$ cat src/rtl/mem_bus_arbiter.sv
// Arbitrates the single MEMOIRE port between the CPU datapath and a program-loader/debug master.
// The loader may burst freely, but it yields after LDR_MAX_BURST cycles while a CPU access waits.
module mem_bus_arbiter #(
  parameter int ADDR_W        = 16,
  parameter int DATA_W        = 8,
  parameter int LDR_MAX_BURST = 4
) (
  input  logic              CLK,
  input  logic              RESET,
  input  logic              cpu_read,
  input  logic              cpu_write,
  input  logic [ADDR_W-1:0] cpu_addr,
  input  logic [DATA_W-1:0] cpu_wdata,
  output logic [DATA_W-1:0] cpu_rdata,
  output logic              cpu_rdy,
  input  logic              ldr_req,
  input  logic              ldr_we,
  input  logic [ADDR_W-1:0] ldr_addr,
  input  logic [DATA_W-1:0] ldr_wdata,
  output logic              ldr_gnt,
  output logic [DATA_W-1:0] ldr_rdata,
  output logic              ldr_rvalid,
  output logic              mem_re,
  output logic              mem_we,
  output logic [ADDR_W-1:0] mem_addr,
  output logic [DATA_W-1:0] mem_wdata,
  input  logic [DATA_W-1:0] mem_rdata,
  output logic              bus_owner
);

  localparam int CNT_W = $clog2(LDR_MAX_BURST) + 1;
  localparam logic [CNT_W-1:0] CNT_LAST = CNT_W'(LDR_MAX_BURST - 1);
  localparam logic [CNT_W-1:0] CNT_ONE  = CNT_W'(1);

  typedef enum logic {
    CPU_OWN = 1'b0,
    LDR_OWN = 1'b1
  } owner_t;

  owner_t           state_r;
  owner_t           state_s;
  logic [CNT_W-1:0] cnt_r;
  logic [CNT_W-1:0] cnt_s;
  logic             rd_pending_r;
  owner_t           rd_owner_r;
  logic             cpu_pend_s;

  assign cpu_pend_s = cpu_read | cpu_write;

  // Ownership and burst-length next-state decision
  always_comb begin
    state_s = state_r;
    cnt_s   = cnt_r;
    case (state_r)
      CPU_OWN: begin
        if (ldr_req) begin
          state_s = LDR_OWN;
        end else begin
          state_s = CPU_OWN;
        end
        cnt_s = {CNT_W{1'b0}};
      end
      LDR_OWN: begin
        if (!ldr_req) begin
          state_s = CPU_OWN;
          cnt_s   = {CNT_W{1'b0}};
        end else if (cpu_pend_s && (cnt_r == CNT_LAST)) begin
          // forced yield: CPU gets at least one full cycle
          state_s = CPU_OWN;
          cnt_s   = {CNT_W{1'b0}};
        end else begin
          state_s = LDR_OWN;
          cnt_s   = (cnt_r == CNT_LAST) ? cnt_r : (cnt_r + CNT_ONE);
        end
      end
      default: begin
        state_s = CPU_OWN;
        cnt_s   = {CNT_W{1'b0}};
      end
    endcase
  end

  // Ownership state and burst counter registers
  always_ff @(posedge CLK or negedge RESET) begin
    if (!RESET) begin
      state_r <= CPU_OWN;
      cnt_r   <= {CNT_W{1'b0}};
    end else begin
      state_r <= state_s;
      cnt_r   <= cnt_s;
    end
  end

  // Remember who issued the read so the returning data is steered correctly
  always_ff @(posedge CLK or negedge RESET) begin
    if (!RESET) begin
      rd_pending_r <= 1'b0;
      rd_owner_r   <= CPU_OWN;
    end else begin
      rd_pending_r <= mem_re;
      rd_owner_r   <= state_r;
    end
  end

  // Memory port mux; CPU write wins over a simultaneous CPU read
  always_comb begin
    mem_addr  = cpu_addr;
    mem_wdata = cpu_wdata;
    mem_re    = 1'b0;
    mem_we    = 1'b0;
    if (!RESET) begin
      mem_re = 1'b0;
      mem_we = 1'b0;
    end else if (state_r == LDR_OWN) begin
      mem_addr  = ldr_addr;
      mem_wdata = ldr_wdata;
      mem_we    = ldr_req & ldr_we;
      mem_re    = ldr_req & ~ldr_we;
    end else begin
      mem_we = cpu_write;
      mem_re = cpu_read & ~cpu_write;
    end
  end

  assign cpu_rdy    = (state_r == CPU_OWN);
  assign ldr_gnt    = (state_r == LDR_OWN) & ldr_req;
  assign bus_owner  = (state_r == LDR_OWN);
  assign ldr_rvalid = rd_pending_r & (rd_owner_r == LDR_OWN);
  assign ldr_rdata  = mem_rdata;
  assign cpu_rdata  = mem_rdata;

endmodule

$ cat config.mk
export PLATFORM = sky130hd
export DESIGN_NAME = mem_bus_arbiter
export DESIGN_NICKNAME = d
export VERILOG_FILES = /design/src/rtl/mem_bus_arbiter.sv
export SDC_FILE = /design/constraint.sdc
export NUM_CORES = 1
export LEC_CHECK = 0
export BUFFER_PORTS_ARGS = -buffer_cell sky130_fd_sc_hd__buf_2
export CAP_MARGIN = 10
export CORE_AREA = 2 2 41 81
export CTS_CLUSTER_DIAMETER = 150
export DETAILED_ROUTE_END_ITERATION = 12
export DIE_AREA = 0 0 43 83
export GPL_ROUTABILITY_DRIVEN = 0
export HOLD_SLACK_MARGIN = 0.02
export PLACE_DENSITY = 0.74
export RECOVER_POWER = 25
export SYNTH_ARGS = -nofsm -noshare
export SYNTH_HDL_FRONTEND = slang
export SYNTH_SLANG_ARGS = --single-unit
$ cat constraint.sdc
create_clock -name CLK -period 1.3 [get_ports CLK]
set_clock_uncertainty 0.2 [all_clocks]
set_input_delay 0.065 -clock CLK [delete_from_list [all_inputs] [get_ports CLK]]
set_output_delay 0.065 -clock CLK [all_outputs]
set_load 0.05 [all_outputs]
; ---- Word level (Yosys, flattened, before mapping)
; Cells that the tools add are included.
[totals]
regBits = 6
input_bits = 62
output_inout_bits = 46
[classes]
n_addsub = 1
eq_ne = 2
n_mux = 16
bitwise = 9
n_reduce_logical = 1
[op_table]
columns = op, n
row1 = 16-bit 2-to-1 mux, 2
row2 = 8-bit 2-to-1 mux, 2
row3 = 3-bit 2-to-1 mux, 3
row4 = 1-bit 2-to-1 mux, 7
row5 = 3-bit one-hot mux with 2 select lines, 1
row6 = 1-bit AND, 5
row7 = 4-bit by 3-bit inequality test with 1-bit output (second input constant), 1
row8 = 3-bit by 1-bit adder with 3-bit output (second input constant), 1
row9 = 3-bit by 2-bit equality test with 1-bit output (second input constant), 1
row10 = 1-bit inverter, 3
row11 = 1-bit one-hot mux with 2 select lines, 1
row12 = 1-bit logical AND, 1
row13 = 1-bit OR, 1

; ---- Logic depth before layout (Yosys ltp)
[logic_depth]
depth_word = 5
depth_mapped = 4

; ---- Worst setup path after synthesis
; No wires, ideal clock.
[synth_path]
path_kind = register -> output
startpoint = register state_r, in the netlist bus_owner
endpoint = output mem_we
arrival_ns = 2.558
t_required_ns = 1.035
slack_ns = -1.523
stages_incl_launch_ff = 5
n_path_buf = 0
path_cell_list = dfrtp_1 nand2_1 inv_1 nand2_1 a21boi_0
[synth_via]
elab_chain_len = 2
[synth_rtl]
columns = item, line_no
row1 = from (decl), 40  ; owner_t state_r;
row2 = from (signal assigned), 89  ; state_r <= state_s;
row3 = 1-bit 2-to-1 mux, 114  ; end else if (state_r == LDR_OWN) begin
row4 = 1-bit 2-to-1 mux, 111  ; if (!RESET) begin
row5 = to (decl), 24  ; output logic mem_we,
; Every way passes these cells.

; ---- Worst setup path in the final report
[layout_path]
startpoint = register state_r, in the netlist bus_owner
endpoint = output mem_addr[12]
[layout_via]
elab_chain_len = 2
[layout_rtl]
columns = item, line_no
row1 = 16-bit 2-to-1 mux, 114
row2 = 16-bit 2-to-1 mux, 111
row3 = to (decl), 25  ; output logic [ADDR_W-1:0] mem_addr,
; Every way passes these cells.

==> flow_summary.json <==
{
  "grt_max_degree": 10,
  "die-area_um2": 3570,
  "place_inst": 174,
  "synth_top_area_frac": 0.388,
  "antenna_found_initial": 0,
  "final_nets": 225,
  "yosysTopAreaCell": "mux2_4",
  "root_buffer": "clkbuf_8",
  "cts.htree.levels": 1,
  "portBuffers": 83,
  "ff_latch_area_um2": 154,
  "slew_headroom": 0.346,
  "synth_most_common_cell": "mux2_4",
  "num_vias": 852,
  "via_per_inst": 4.46,
  "die-height_um": 83,
  "min_period_over_period": 1.32,
  "clk_pin_slew_ps": 40,
  "row_count": 28,
  "status": "complete, but fails checks",
  "cp.arrival_ps": 1450,
  "instances_no_fill": 191,
  "grt_pass1_vias": 889,
  "crit_type": "reg -> out",
  "design_area_um2": 1650,
  "crit_slowest_cell": "dfrtp_4",
  "antenna_cells": 0,
  "slew_viol_final": 0,
  "cts_sinks": 6,
  "ant_nets": 0,
  "worst_pin_slew_ps": 986,
  "synth.net_count": 133,
  "yosysWarnings": 0,
  "grt_pass1_wl_mm": 3.93,
  "fin_crit_ps": 1710,
  "syn_inst": 70,
  "multi_input_area_um2": 546,
  "leakagePower_nw": 0.950,
  "pre_cts_ws_ps": -235,
  "drtPass1Iterations": 4,
  "ys_seq_area_frac": 0.194,
  "clock.fmax_mhz": 584,
  "syn_area_um2": 773,
  "ios": 108,
  "synth_commonest_cells": "mux2_4, buf_4, dfrtp_1",
  "violations": "setup timing",
  "synth_edf_count": 0,
  "fillers": 267,
  "drc": 0,
  "critPathTopFamily": "flip-flops",
  "crit_buf_inv": 2,
  "p_total_mw": 1.32,
  "yosys-top-cells-area": "mux2_4, dfrtp_1, buf_4, mux2_2, buf_6",
  "cap_violations": 0,
  "core_um2": 2940,
  "cp_slowest_stage_delay_ps": 500,
  "start_util": 0.263,
  "synthFlopType": "dfrtp_1",
  "routed_wl_mm": 2.65,
  "placed_area_um2": 1230,
  "cts_buffers": 3,
  "die_w_um": 43,
  "cts_tree": "yes",
  "synth-seq-cells": 6,
  "worstSetupEndpointType": "output port",
  "drt_first_iter_violations": 9,
  "start_kind": "flip-flop",
  "ys_types": 21,
  "setup_slack_ps": -412,
  "areaGrowthSynthToFinish_pct": 113,
  "hold_path_class": "in -> reg",
  "grt_util_all_layers": 0.142,
  "wl_per_cell_um": 13.9,
  "overflow": 0,
  "insertion_delay_ps": 220,
  "ir_drop_uv": 798,
  "finalSetupTns_ps": -10860,
  "path_max_fanout": 9,
  "clock_path_buffers": 2,
  "drive_gt1_frac": 0.832,
  "async_flop_share": 1.00,
  "dpl.hpwl_mm": 2.07,
  "setup_viol": 30,
  "rsz0062_at_grt": "yes",
  "critPathRequiredTime_ps": 1030,
  "synth_area_per_cell_um2": 11.0,
  "path_cells": "nand2_8 > buf_12 > mux2_4 > buf_6",
  "hold_violations": 0,
  "p_per_area_nw_per_um2": 803
}
==> worst min-delay path: stages <==
cell and delay (ps):
buf_2 110, o32ai_1 90, and2_4 140
==> flip-flops by register name (all words and copies together) (netlist names) <==
register / count
bus_owner: 1
rd_owner_r: 1
cnt_r: 3
rd_pending_r: 1
==> metrics by stage <==
step | utilization | hold WS, ps
6_report | 0.560 | 17.9
5_1_grt | 0.560 | 24.7
4_1_cts | 0.546 | 16.9
3_5_place_dp | 0.418 | -173
3_3_place_gp | 0.418 | -169
2_1_floorplan | - | -431
==> metal layers <==
| metal | GRT usage | wire length (µm) | vias to the layer above |
|---|---|---|---|
| li1 | - | - | 409 |
| met1 | 0.154 | 878 | 374 |
| met2 | 0.255 | 1440 | 65 |
| met3 | 0.0391 | 305 | 4 |
| met4 | 0.0468 | 31 | 0 |
| met5 | 0 | 0 | - |
==> cell usage in the layout, fill, tap and decap left out, types with 2 or more instances in the layout <==
cell | Yosys | layout
nand2_2 | 0 | 2
mux2_4 | 20 | 24
buf_8 | 0 | 2
buf_2 | 0 | 54
dlymetal6s4s_1 | 0 | 8
dlygate4sd3_1 | 0 | 3
dfrtp_1 | 6 | 5
clkinvlp_4 | 0 | 2
buf_4 | 16 | 8
buf_6 | 2 | 25
clkbuf_1 | 0 | 3
buf_12 | 0 | 2
clkbuf_8 | 0 | 3
==> final timing paths <==
check / start / endpoint / slack [ps] / cells past startpoint
min in group asynchronous: RESET / bus_owner$_DFF_PN0_ / 440 / 3
max in group asynchronous: RESET / bus_owner$_DFF_PN0_ / 220 / 3
max: bus_owner$_DFF_PN0_ / mem_addr[12] / -410 / 4
max reg2reg: bus_owner$_DFF_PN0_ / bus_owner$_DFF_PN0_ / -120 / 4
min: ldr_we / rd_pending_r$_DFF_PN0_ / 20 / 3
min reg2reg: cnt_r[1]$_DFFE_PN0P_ / cnt_r[1]$_DFFE_PN0P_ / 350 / 2
==> cell families after synthesis <==
group           Yosys count  synth area share
compound gates            5            0.0485
fa+ha+maj                 1            0.0162
buf+inv                  21             0.199
flops                     6             0.194
mux                      24             0.447
simple gates             13            0.0955
==> layout make-up <==
type / instances / share of cell area
timing repair buffer: 105 / 0.514
multi-input combinational: 43 / 0.331
sequential: 6 / 0.0934
clock buffer: 4 / 0.0273
tap: 30 / 0.0228
inverter: 3 / 0.0114
==> timing repair <==
| action | CTS | global route |
|---|---|---|
| buffers inserted | 0 | 1 |
| setup endpoints to repair | 30 | 49 |
| gates cloned | 1 | 0 |
| endpoints found under the hold margin | 26 | 0 |
| hold buffers | 11 | 0 |
| resized for setup | 61 | 13 |
| pin swaps | 1 | 2 |
==> where the power goes <==
group / switching (mW) / internal (mW)
sequential: 0.00552 / 0.196
combinational: 0.484 / 0.347
clock: 0.0800 / 0.211
No activity file was read; power rests on OpenSTA's default activity.
